===== src/rtl/gol_gen_scheduler.sv =====
// -----------------------------------------------------------------------------
// gol_gen_scheduler
//   Sequences Game-of-Life generations on a 7x7 grid. In RUN mode, a new
//   generation starts after a programmable idle period. In PAUSE mode, each
//   step rising edge starts one generation. A generation is computed by
//   scanning a latched snapshot one cell per cycle. Results are collected in a
//   shadow buffer, and the buffer is published in a single commit cycle.
//
// Ports
//   clka        sole clock, rising edge
//   rst_n       synchronous active-low reset
//   game_state  00 IDLE, 01 PROGRAM, 10 RUN, 11 PAUSE
//   step        single-step request (rising edge, PAUSE only)
//   period      idle cycles between generations in RUN
//   grid_in     current grid, bit r*7+c = row r, column c, 1 = alive
//   busy        high during the 49-cycle scan
//   cell_idx    cell under evaluation (0 outside the scan)
//   commit      one-cycle pulse, grid_next holds a new generation
//   grid_next   most recently committed generation
//   gen_count   committed generations (wraps)
//   stable      last generation equals its predecessor
//   extinct     last generation has no live cells
// -----------------------------------------------------------------------------
module gol_gen_scheduler #(
    parameter int GEN_W = 16,
    parameter int PER_W = 8
) (
    input  logic             clka,
    input  logic             rst_n,
    input  logic [1:0]       game_state,
    input  logic             step,
    input  logic [PER_W-1:0] period,
    input  logic [48:0]      grid_in,
    output logic             busy,
    output logic [5:0]       cell_idx,
    output logic             commit,
    output logic [48:0]      grid_next,
    output logic [GEN_W-1:0] gen_count,
    output logic             stable,
    output logic             extinct
);

    localparam logic [1:0] MODE_IDLE    = 2'b00;
    localparam logic [1:0] MODE_PROGRAM = 2'b01;
    localparam logic [1:0] MODE_RUN     = 2'b10;
    localparam logic [1:0] MODE_PAUSE   = 2'b11;

    typedef enum logic [1:0] {
        ST_WAIT   = 2'd0,
        ST_SCAN   = 2'd1,
        ST_COMMIT = 2'd2
    } state_t;

    state_t           state_r;
    logic [PER_W-1:0] wait_cnt_r;
    logic             step_prev_r;
    logic [48:0]      snapshot_r;
    logic [48:0]      shadow_r;
    logic [2:0]       row_r;
    logic [2:0]       col_r;

    logic             start_s;
    logic             has_n_s;
    logic             has_s_s;
    logic             has_w_s;
    logic             has_e_s;
    logic [6:0]       idx_s;
    logic [7:0]       nb_s;
    logic [3:0]       nbr_cnt_s;
    logic             alive_s;
    logic [48:0]      shadow_nxt_s;

    // This helper reads a snapshot cell. Indices past the grid read as dead.
    function automatic logic cell_at(input logic [48:0] g, input logic [6:0] i);
        logic v;
        if (i < 7'd49) begin
            v = g[i[5:0]];
        end else begin
            v = 1'b0;
        end
        return v;
    endfunction

    function automatic logic [3:0] popcount8(input logic [7:0] v);
        return {3'b000, v[0]} + {3'b000, v[1]} + {3'b000, v[2]} + {3'b000, v[3]}
             + {3'b000, v[4]} + {3'b000, v[5]} + {3'b000, v[6]} + {3'b000, v[7]};
    endfunction

    // Start condition: the RUN period has elapsed, or a fresh step edge arrives in PAUSE.
    always_comb begin
        start_s = 1'b0;
        if (game_state == MODE_RUN) begin
            start_s = (wait_cnt_r >= period);
        end else if (game_state == MODE_PAUSE) begin
            start_s = step & ~step_prev_r;
        end else begin
            start_s = 1'b0;
        end
    end

    // Neighbour gather for the current cell. Row/column edge flags stop wrap-around.
    always_comb begin
        has_n_s = (row_r != 3'd0);
        has_s_s = (row_r != 3'd6);
        has_w_s = (col_r != 3'd0);
        has_e_s = (col_r != 3'd6);
        idx_s   = {1'b0, cell_idx};
        nb_s[0] = has_n_s & has_w_s & cell_at(snapshot_r, idx_s - 7'd8);
        nb_s[1] = has_n_s           & cell_at(snapshot_r, idx_s - 7'd7);
        nb_s[2] = has_n_s & has_e_s & cell_at(snapshot_r, idx_s - 7'd6);
        nb_s[3] = has_w_s           & cell_at(snapshot_r, idx_s - 7'd1);
        nb_s[4] = has_e_s           & cell_at(snapshot_r, idx_s + 7'd1);
        nb_s[5] = has_s_s & has_w_s & cell_at(snapshot_r, idx_s + 7'd6);
        nb_s[6] = has_s_s           & cell_at(snapshot_r, idx_s + 7'd7);
        nb_s[7] = has_s_s & has_e_s & cell_at(snapshot_r, idx_s + 7'd8);
        nbr_cnt_s = popcount8(nb_s);
    end

    // Life rule for the current cell. The result is merged into the shadow
    // buffer so that the final cell can be published in the same edge.
    always_comb begin
        alive_s = (nbr_cnt_s == 4'd3) | (snapshot_r[cell_idx] & (nbr_cnt_s == 4'd2));
        shadow_nxt_s = shadow_r;
        shadow_nxt_s[cell_idx] = alive_s;
    end

    // Scheduler FSM together with its registered outputs.
    always_ff @(posedge clka) begin
        if (!rst_n) begin
            state_r     <= ST_WAIT;
            wait_cnt_r  <= {PER_W{1'b0}};
            step_prev_r <= 1'b0;
            snapshot_r  <= 49'd0;
            shadow_r    <= 49'd0;
            row_r       <= 3'd0;
            col_r       <= 3'd0;
            busy        <= 1'b0;
            cell_idx    <= 6'd0;
            commit      <= 1'b0;
            grid_next   <= 49'd0;
            gen_count   <= {GEN_W{1'b0}};
            stable      <= 1'b0;
            extinct     <= 1'b0;
        end else begin
            step_prev_r <= step;
            commit      <= 1'b0;
            if ((game_state == MODE_IDLE) || (game_state == MODE_PROGRAM)) begin
                // Leaving play mode abandons any scan. The last published grid stays.
                state_r    <= ST_WAIT;
                wait_cnt_r <= {PER_W{1'b0}};
                row_r      <= 3'd0;
                col_r      <= 3'd0;
                busy       <= 1'b0;
                cell_idx   <= 6'd0;
                gen_count  <= {GEN_W{1'b0}};
                stable     <= 1'b0;
                extinct    <= 1'b0;
            end else begin
                case (state_r)
                    ST_WAIT: begin
                        if (start_s) begin
                            state_r    <= ST_SCAN;
                            snapshot_r <= grid_in;
                            shadow_r   <= 49'd0;
                            wait_cnt_r <= {PER_W{1'b0}};
                            row_r      <= 3'd0;
                            col_r      <= 3'd0;
                            busy       <= 1'b1;
                            cell_idx   <= 6'd0;
                        end else if (wait_cnt_r != {PER_W{1'b1}}) begin
                            wait_cnt_r <= wait_cnt_r + {{(PER_W-1){1'b0}}, 1'b1};
                        end else begin
                            // Saturate, so that a long PAUSE cannot wrap past period.
                            wait_cnt_r <= wait_cnt_r;
                        end
                    end
                    ST_SCAN: begin
                        shadow_r <= shadow_nxt_s;
                        if (cell_idx == 6'd48) begin
                            state_r   <= ST_COMMIT;
                            busy      <= 1'b0;
                            cell_idx  <= 6'd0;
                            row_r     <= 3'd0;
                            col_r     <= 3'd0;
                            commit    <= 1'b1;
                            grid_next <= shadow_nxt_s;
                            gen_count <= gen_count + {{(GEN_W-1){1'b0}}, 1'b1};
                            stable    <= (shadow_nxt_s == snapshot_r);
                            extinct   <= (shadow_nxt_s == 49'd0);
                        end else begin
                            cell_idx <= cell_idx + 6'd1;
                            if (col_r == 3'd6) begin
                                col_r <= 3'd0;
                                row_r <= row_r + 3'd1;
                            end else begin
                                col_r <= col_r + 3'd1;
                            end
                        end
                    end
                    ST_COMMIT: begin
                        state_r    <= ST_WAIT;
                        wait_cnt_r <= {PER_W{1'b0}};
                    end
                    default: begin
                        state_r    <= ST_WAIT;
                        wait_cnt_r <= {PER_W{1'b0}};
                        busy       <= 1'b0;
                        cell_idx   <= 6'd0;
                    end
                endcase
            end
        end
    end

endmodule


===== config.mk =====
export PLATFORM = sky130hd
export DESIGN_NAME = gol_gen_scheduler
export DESIGN_NICKNAME = d
export VERILOG_FILES = /design/src/rtl/gol_gen_scheduler.sv
export SDC_FILE = /design/constraint.sdc
export NUM_CORES = 1
export LEC_CHECK = 0
export BUFFER_PORTS_ARGS = -buffer_cell sky130_fd_sc_hd__buf_2
export CORE_MARGIN = 4
export CORE_UTILIZATION = 40
export CTS_BUF_LIST = sky130_fd_sc_hd__clkbuf_8
export DETAILED_ROUTE_END_ITERATION = 7
export PLACE_DENSITY = 0.58
export RECOVER_POWER = 100
export SLEW_MARGIN = 10
export SYNTH_ARGS = -nofsm -noshare
export SYNTH_HDL_FRONTEND = slang
export SYNTH_SLANG_ARGS = --single-unit

===== constraint.sdc =====
create_clock -name clka -period 6.15 [get_ports clka]
set_input_delay 0.615 -clock clka [delete_from_list [all_inputs] [get_ports clka]]
set_output_delay 0.615 -clock clka [all_outputs]
set_load 0.005 [all_outputs]

# After elaboration in Yosys (flattened, before gate mapping)
# Cells that the tools add are included.
# Widths: inputs -> output; s select.
word_totals:
  ff_bits: 190
  inputBits: 62
  out_inout_bits: 75
  word_cells: 163
classes:
  n_addsub: 20
  order_cmp: 19
  eq_ne: 17
  muxes: 53
  n_bitwise: 20
  reduce_logical: 20
ops:
  columns: ["cell", "count"]
  rows:
  - ["$pmux 49 s2", 1]
  - ["$lt 6x7->1 const B", 9]
  - ["$lt 7x6->1 const B", 8]
  - ["$bmux 1 s6", 9]
  - ["$bwmux 49", 1]
  - ["$eq 49x49->1", 1]
  - ["$logic_not 49->1", 1]
  - ["$mux 49", 1]
  - ["$mux 1", 23]
  - ["$pmux 6 s3", 1]
  - ["$add 16x1->16 const B", 1]
  - ["$add 4x1->4", 4]
  - ["$mux 8", 2]
  - ["$pmux 8 s2", 1]
  - ["$mux 3", 5]
  - ["$reduce_and 3->1", 5]
  - ["$add 6x3->7 const B", 2]
  - ["$and 1x1->1", 14]
  - ["$sub 6x3->7 const B", 2]
  - ["$mux 6", 2]
  - ["$ne 3x3->1 const B", 4]
  - ["$pmux 3 s2", 2]
  - ["$reduce_and 2->1", 5]
  - ["$add 8x1->8 const B", 1]
  - ["other kinds (31)", 44]

# Logic depth before layout (Yosys ltp)
# Gate-level depths: netlist (run 1).
logic_depth:
  word_depth: 17
  ltp_mapped: 28
  mapped_depth_nobuf: 23

# Least setup slack after synthesis (run 1)
# OpenSTA, ideal clock, no wires.
synth_path:
  path_type: "reg2reg"
  from: "register cell_idx[0]"
  to: "register stable"
  setup_time_ns: 0.069
  arrival_time_ns: 6.670
  required_ns: 6.081
  setup_slack_ns: -0.589
  path_stages_with_launch: 26
  path_buffers: 5
  synth_period_minus_slack_ns: 6.739
  path_cell_list: "dfxtp_1 > buf_6 > buf_12 > buf_12 > buf_2 > buf_2 > inv_1 > ha_1 > xor2_1 > mux4_2 > mux4_2 > a21oi_1 > nand2_1 > fa_1 > fa_1 > inv_1 > fa_1 > ha_1 > fa_1 > and3_1 > o21ai_2 > nand2_1 > a221oi_1 > a2bb2oi_1 > nand4_1 > o21ai_1"
synth_between:
  elab_chain_cells: 17
  word_cells_on_any_way: 70
  cone_classes: "add/sub: 15; order compare: 10; eq/ne: 4; mux: 29; bitwise: 10; reduce/logical: 2"
synth_lines:
  columns: ["item", "line", "source"]
  rows:
  - ["start: declaration", "35", "output logic [5:0] cell_idx,"]
  - ["start signal: assignment", "191", "cell_idx <= cell_idx + 6'd1;"]
  - ["$sub 6x4->7 or $sub 6x3->7 (tied branches)", "108, 109", null]
  - ["$bmux 1 s6", "77", "v = g[i[5:0]];"]
  - ["$mux 1 (implied by the code)", "77", null]
  - ["$mux 1", "76", "if (i < 7'd49) begin"]
  - ["$and 1x1->1, on equally long branches", "108, 109", null]
  - ["$add 1x1->2", "85", "return {3'b000, v[0]} + {3'b000, v[1]} + {3'b000, v[2]} + {3'b000, v[3]}"]
  - ["$add 2x1->3", "85", null]
  - ["$add 3x1->4", "85", null]
  - ["$add 4x1->4 (4 in series)", "86", "+ {3'b000, v[4]} + {3'b000, v[5]} + {3'b000, v[6]} + {3'b000, v[7]};"]
  - ["$eq 4x2->1", "122", "alive_s = (nbr_cnt_s == 4'd3) | (snapshot_r[cell_idx] & (nbr_cnt_s == 4'd2));"]
  - ["$and 1x1->1", "122", null]
  - ["$or 1x1->1", "122", null]
  - ["$bwmux 49", "124", "shadow_nxt_s[cell_idx] = alive_s;"]
  - ["$eq 49x49->1", "188", "stable <= (shadow_nxt_s == snapshot_r);"]
  - ["end signal: assignment", "188", null]
  - ["end: declaration", "39", "output logic stable,"]
# Parallel ways exist; a longest one is shown, timed or not. The select of a mux whose other input is x is not followed.
# A chain may end at the register's enable or synchronous reset.

# Worst setup path in the final report (run 1)
# Same ends and word-level chain as after synthesis.

==> out/qor.yml, run 1 <==
status: "complete, but fails checks"
violations: "max-capacitance violations, max-slew violations"
clkTransAtPathRegs_ns: 0.11
worstMarginPinSlew_ns: 2.420
htree_num_levels: 4
finalSetupTns_ns: 0
cp_slowest_cell: "fa_1"
synth_area_leader_cell: "dfxtp_1"
relSlewSlack_pct: -61.95
hold_violations: 0
vias: 12500
path_cells: "ha_1 -> xnor2_1 -> buf_4 -> mux4_2 -> mux4_2 -> a21oi_1 -> nand2_1 -> fa_1 -> fa_1 -> inv_1 -> fa_1 -> ha_1 -> fa_1 -> and3_1 -> o21ai_4 -> a21oi_4 -> buf_4 -> xor2_1 -> a211oi_1 -> nand4_1 -> o21ai_1"
die-area_sq_um: 32920
row_count: 63
grt_pass1_wl_microns: 72970
critPathArrivalTime_ns: 6.48
drc_errors: 0
synth_top_area_share_pct: 31.62
start_kind: "register"
critPathRequiredTime_ns: 6.60
syn-num-nets: 1621
antenna_found_initial: 0
cts_tree: "done"
antenna_left: 0
drv_cap: 3
ios: 137
ir_worst_vdd_mv: 0.1661
setup_violations: 0
die_w_microns: 181.4
die_h_microns: 181.4
synth_area_sq_um: 12030
yosys_register_bits: 190
place.port_buffers: 136
clock-root-buffer: "clkbuf_8"
antenna_cells: 0
globalplace.congestion: 1.030
fin_util_pct: 46.38
drtIter0Drc: 1242
worst_path_most_repeated_cell: "fa_1"
synth_warnings: 0
synth-edff-count: 0
syn_inst: 1524
netlist_top_cells_area: "dfxtp_1 32%, nand2_1 7.7%, a21oi_1 7.7%, mux4_2 5.4%, o21ai_0 5.2%"
numClockSinks: 190
start_util_pct: 40.59
via_per_inst: 6.091
numCtsBuffers: 17
min_path_type: "input pin to register"
drive_gt1_share_pct: 16.73
p_per_area_nw_per_um2: 170.7
dpl_cell_area_sq_um: 13330
place_hpwl_microns: 36240
skew_ns: 0.02305
grt_max_degree: 74
nets: 1746
clk_latency_ns: 0.53
fin_crit_sh_pct: 98.04
worstSetupPathType: "register to register"
fmax_mhz: 165.8
syn_avg_cell_area_sq_um: 7.894
final_area_sq_um: 13750
yosysSeqAreaShare_pct: 31.62
rsz0062_at_grt: "false"
core_area_sq_um: 29640
hold_slack_ns: 0.3135
slowest_delay_ns: 0.55
firstDrtPassIters: 5
ys.flop_type: "dfxtp_1"
crit_path_end_kind: "register"
grt-ovfl-total: 0
syn_to_final_growth_pct: 14.27
maxSlewViolCount: 169
wl_microns: 48660
grt_pass1_vias: 11550
yosys.cell_types.count: 83
max-clock-path-buffers: 2
period_minus_slack_ns: 6.030
crit_fanout: 7
p_leak_nw: 5.089
ys_async_sr_fraction_pct: 0
grt_usage_pct: 28.54
wl_per_cell_microns: 23.71
-- worst max-delay path, delay by kind of cell, from the launching register on --
kind                     cells  cell delay (ns)
adder cells (fa/ha/maj)      6             2.34
AO/OA/AOI/OAI                5             1.05
multiplexers                 2             1.01
buffers and inverters        3             0.43
AND/OR/NAND/NOR              3             0.42
flip-flops                   1             0.40
XOR/XNOR                     2             0.28
-- cell families (layout without fill, tap and decap cells) --
logic type	Yosys count	count (layout)	share of synthesized area, %
and+or+nand+nor	577	577	22.14
AOI/OAI and AO/OA	441	442	21.38
DFF	190	190	31.62
buffers and inverters	143	280	5.512
muxes	92	92	12.11
xor gates and xnor gates	46	46	3.349
adders and majority gates	35	35	3.890
-- Yosys cell counts (7+ instances only) --
| cell | count |
|---|---|
| mux2i_1 | 47 |
| o22ai_1 | 25 |
| nor2_1 | 130 |
| nor4_1 | 11 |
| nand3_1 | 49 |
| mux4_2 | 29 |
| dfxtp_1 | 190 |
| inv_1 | 30 |
| buf_2 | 17 |
| ha_1 | 31 |
| nor3_1 | 21 |
| a22oi_1 | 9 |
| nor2b_1 | 9 |
| mux4_1 | 10 |
| nand4_1 | 32 |
| a311oi_1 | 7 |
| a21oi_1 | 184 |
| xnor2_1 | 22 |
| and3_1 | 13 |
| nand2b_1 | 8 |
| xor2_1 | 24 |
| a31oi_1 | 14 |
| o21ai_0 | 125 |
| clkbuf_1 | 74 |
| a211oi_1 | 14 |
| nand3b_1 | 15 |
| nand2_1 | 247 |
-- worst paths after layout --
check | end | start | cells past startpoint | slack (ns)
setup / recovery | stable | cell_idx[0] | 21 | 0.12
hold / removal | snapshot_r[42] | grid_in[42] | 3 | 0.31
setup reg to reg | stable | cell_idx[0] | 21 | 0.12
hold reg to reg | shadow_r[4] | shadow_r[4] | 2 | 0.48
-- stage by stage --
step	total power [mW]	cells	setup slack (ns)
final	2.347	2052	0.1204
after floorplan	1.429	1524	0.006444
after CTS	2.365	2046	0.01932
after global routing	2.438	2052	0.008761
after global placement	1.531	2014	0.2341
after detailed placement	1.533	2014	0.09353
-- power breakdown --
part / leakage (nW) / switching, mW / total [mW] / internal, mW
sequential: 1.54 / 0.0267 / 1.27 / 1.24
clock: 0.190 / 0.529 / 0.834 / 0.305
combinational: 3.36 / 0.146 / 0.242 / 0.0959
total: 5.09 / 0.701 / 2.35 / 1.65
-- timing repair --
item | 4_1_cts | 5_1_grt
resized for setup | 0 | 9
setup buffers | 0 | 3
endpoints found under the setup margin | 0 | 41
hold buffers | 0 | 0
-- sequential cells by signal (all words and copies together), names as in the netlist --
register     flops
shadow_r        49
state_r          2
step_prev_r      1
busy             1
grid_next       49
snapshot_r      49
cell_idx         6
wait_cnt_r       8
col_r            3
extinct          1
stable           1
commit           1
gen_count       16
row_r            3
-- layout by cell type, fill, tap and decap left out, drive strengths merged, types with 33 or more instances in the layout --
cell | Yosys | final
nand4 | 33 | 33
buf | 36 | 179
o21ai | 129 | 129
nand2 | 249 | 249
nand3 | 49 | 49
mux2i | 48 | 48
inv | 30 | 38
nor2 | 132 | 132
dfxtp | 190 | 190
mux4 | 39 | 39
clkbuf | 74 | 54
a21oi | 185 | 186
-- routing by layer --
layer / vias to the layer above / wire length, microns / global-route usage, %
met5: - / 0 / 0
met4: 0 / 2289 / 12.28
met3: 137 / 3874 / 5.629
met2: 594 / 21020 / 42.32
met1: 6010 / 21480 / 40.52
li1: 5758 / - / -
-- cell type report --
cell class	count	area, sq um
inverters	33	127.6
multi-input cells	1192	7632
clock buffers	18	247.7
well taps	390	488.0
fillers	3106	15890
clock inverters	14	126.4
flip-flops and latches	190	3810
repair buffers	215	1315
(Power assumes the default switching activity.)
==> run 2: changes to the inputs <==
--- a/config.mk
+++ b/config.mk
@@ -6,6 +6,7 @@
 export NUM_CORES = 1
 export LEC_CHECK = 0
 export BUFFER_PORTS_ARGS = -buffer_cell sky130_fd_sc_hd__buf_2
+export CORE_ASPECT_RATIO = 1.1
 export CORE_MARGIN = 4
 export CORE_UTILIZATION = 40
 export CTS_BUF_LIST = sky130_fd_sc_hd__clkbuf_8
==> run 2 against run 1 <==
  * Highest routed layer is now met5
  * Fmax grew 1.9%
  * Largest power group unchanged
  * The flow now finishes without violations
  * Cell count shrank 0.63%
  * Critical path depth shrank 2
  * Wire length grew 1.4%
  * Clock-buffer cell count shrank 1
  * Die area is essentially flat
  * Sequential power is essentially flat
  * Combinational power shrank 2%
  * Non-clock buffer count grew 4
==> out/qor.yml, run 2 (same netlist as run 1, synthesis figures left out) <==
final_common_cell: "nand2_1"
status: "complete, no violations"
worstPathBufferInverterCount: 3
period_minus_slack_ns: 5.920
globalplace.congestion: 1.038
ios: 137
cp_slowest_cell: "mux4_1"
slowest_delay_ns: 0.61
maxSlewViolCount: 0
crit_family: "adder cells"
grt_max_degree: 77
ir_worst_vdd_mv: 0.1820
htree_num_levels: 4
core_area_sq_um: 29650
row_count: 66
most-common-layout-cells: "247 x nand2_1, 188 x dfxtp_1, 184 x a21oi_1"
finalPower_mw: 2.426
clkTransAtPathRegs_ns: 0.12
wl_per_cell_microns: 24.20
relSlewSlack_pct: 40.12
numClockSinks: 190
via_per_inst: 6.066
p_leak_nw: 5.119
cp-endpoint: "stable"
wl_microns: 49350
antenna_cells: 0
worstSetupPathType: "register to register"
preCtsSetupSlack_ns: 0.1442
syn_to_final_growth_pct: 14.85
worstMarginPinSlew_ns: 0.8982
drc_errors: 0
crit_fanout: 9
die_h_microns: 189.9
cts_tree: "done"
die-area_sq_um: 32920
setup_violations: 0
cp.depth: 19
place_hpwl_microns: 37160
clock-root-buffer: "clkbuf_8"
layout_setup_ws_ns: 0.2301
top_regs: "grid_next x49, shadow_r x49, snapshot_r x49"
grt-ovfl-total: 0
reg2reg_to: "stable"
hold_slack_ns: 0.3079
critPathRequiredTime_ns: 6.62
place.port_buffers: 136
numCtsBuffers: 17
max-clock-path-buffers: 2
worst_path_most_repeated_cell: "fa_1"
fillerInstances: 3005
dpl_cell_area_sq_um: 13350
antenna_left: 0
startpoint: "cell_idx[0]"
final_area_sq_um: 13820
final_cells: 2039
start_kind: "register"
drtIter0Drc: 1359
fin_crit_sh_pct: 96.26
dp_cells: 2003
antenna_found_initial: 1
clk_latency_ns: 0.54
fmax_mhz: 168.9
rr_worst_depth: 19
hold_violations: 0
holdBufCountCts: 0
grt_pass1_vias: 11700
min_path_type: "input pin to register"
p_per_area_nw_per_um2: 175.6
start_util_pct: 40.58
crit_path_end_kind: "register"
nets: 1749
drv_cap: 0
drive_gt1_share_pct: 16.94
r2r_setup_slack_ns: 0.23
grt_usage_pct: 29.34
firstDrtPassIters: 6
skew_ns: 0.03499
r2r-start: "cell_idx[0]"
critPathArrivalTime_ns: 6.39
die_w_microns: 173.4
path_cells: "buf_4 -> mux4_1 -> mux4_2 -> mux2_2 -> o211ai_1 -> fa_1 -> fa_1 -> inv_1 -> fa_1 -> ha_1 -> fa_1 -> and3_1 -> o21ai_4 -> a21oi_4 -> buf_4 -> xor2_1 -> a211oi_1 -> nand4_1 -> o21ai_1"
grt_pass1_wl_microns: 74220
vias: 12370
run 2: how the worst min path moves through the flow:
stage / start / endpoint / slack [ns] / cells after the start
floorplan: stable / stable / 0.44 / 2
global placement: shadow_r[16] / shadow_r[16] / 0.46 / 2
detailed placement: stable / stable / 0.46 / 2
CTS: grid_in[44] / snapshot_r[44] / 0.28 / 3
global route: grid_in[44] / snapshot_r[44] / 0.30 / 3
finish: grid_in[44] / snapshot_r[44] / 0.31 / 3
run 2: cell type report:
class	count	area (sq um)	area share, %
Inverter	33	125.1	0.9056
Timing Repair Buffer	219	1343	9.717
Tap cell	374	467.9	3.387
Sequential cell	190	3809	27.56
Clock inverter	15	191.4	1.385
Clock buffer	17	234.0	1.693
Multi-Input combinational cell	1191	7647	55.35
run 2: through the flow:
step / setup TNS [ns] / util, %
6_report: 0 / 46.61
2_1_floorplan: 0 / -
3_3_place_gp: 0 / 45.02
3_5_place_dp: 0 / 45.02
5_1_grt: -0.001322 / 46.61
4_1_cts: 0 / 46.45
run 2: metal layers:
| layer | vias to the layer above | wire length [microns] | share of wire (%) | GRT usage, % |
|---|---|---|---|---|
| li1 | 5788 | - | - | - |
| met1 | 5906 | 21380 | 43 | 39.52 |
| met2 | 564 | 22680 | 46 | 47.46 |
| met3 | 109 | 3392 | 6.9 | 4.909 |
| met4 | 2 | 1876 | 3.8 | 11.21 |
| met5 | - | 13 | 0.026 | 0 |
run 2: repair_timing:
item / 4_1_cts / 5_1_grt
buffers inserted: 0 / 3
gates resized for setup: 0 / 7
setup endpoints to repair: 0 / 21
endpoints found under the hold margin: 0 / 0
run 2: worst min-delay path: stages:
cell	delay, ns
buf_2	0.09
nand2_1	0.04
a21oi_1	0.05
run 2: where the power goes:
group | switching [mW] | total, mW | internal, mW | leakage [nW]
Sequential | 0.0316 | 1.28 | 1.24 | 1.54
Clock | 0.562 | 0.913 | 0.351 | 0.216
Combinational | 0.141 | 0.237 | 0.0955 | 3.37
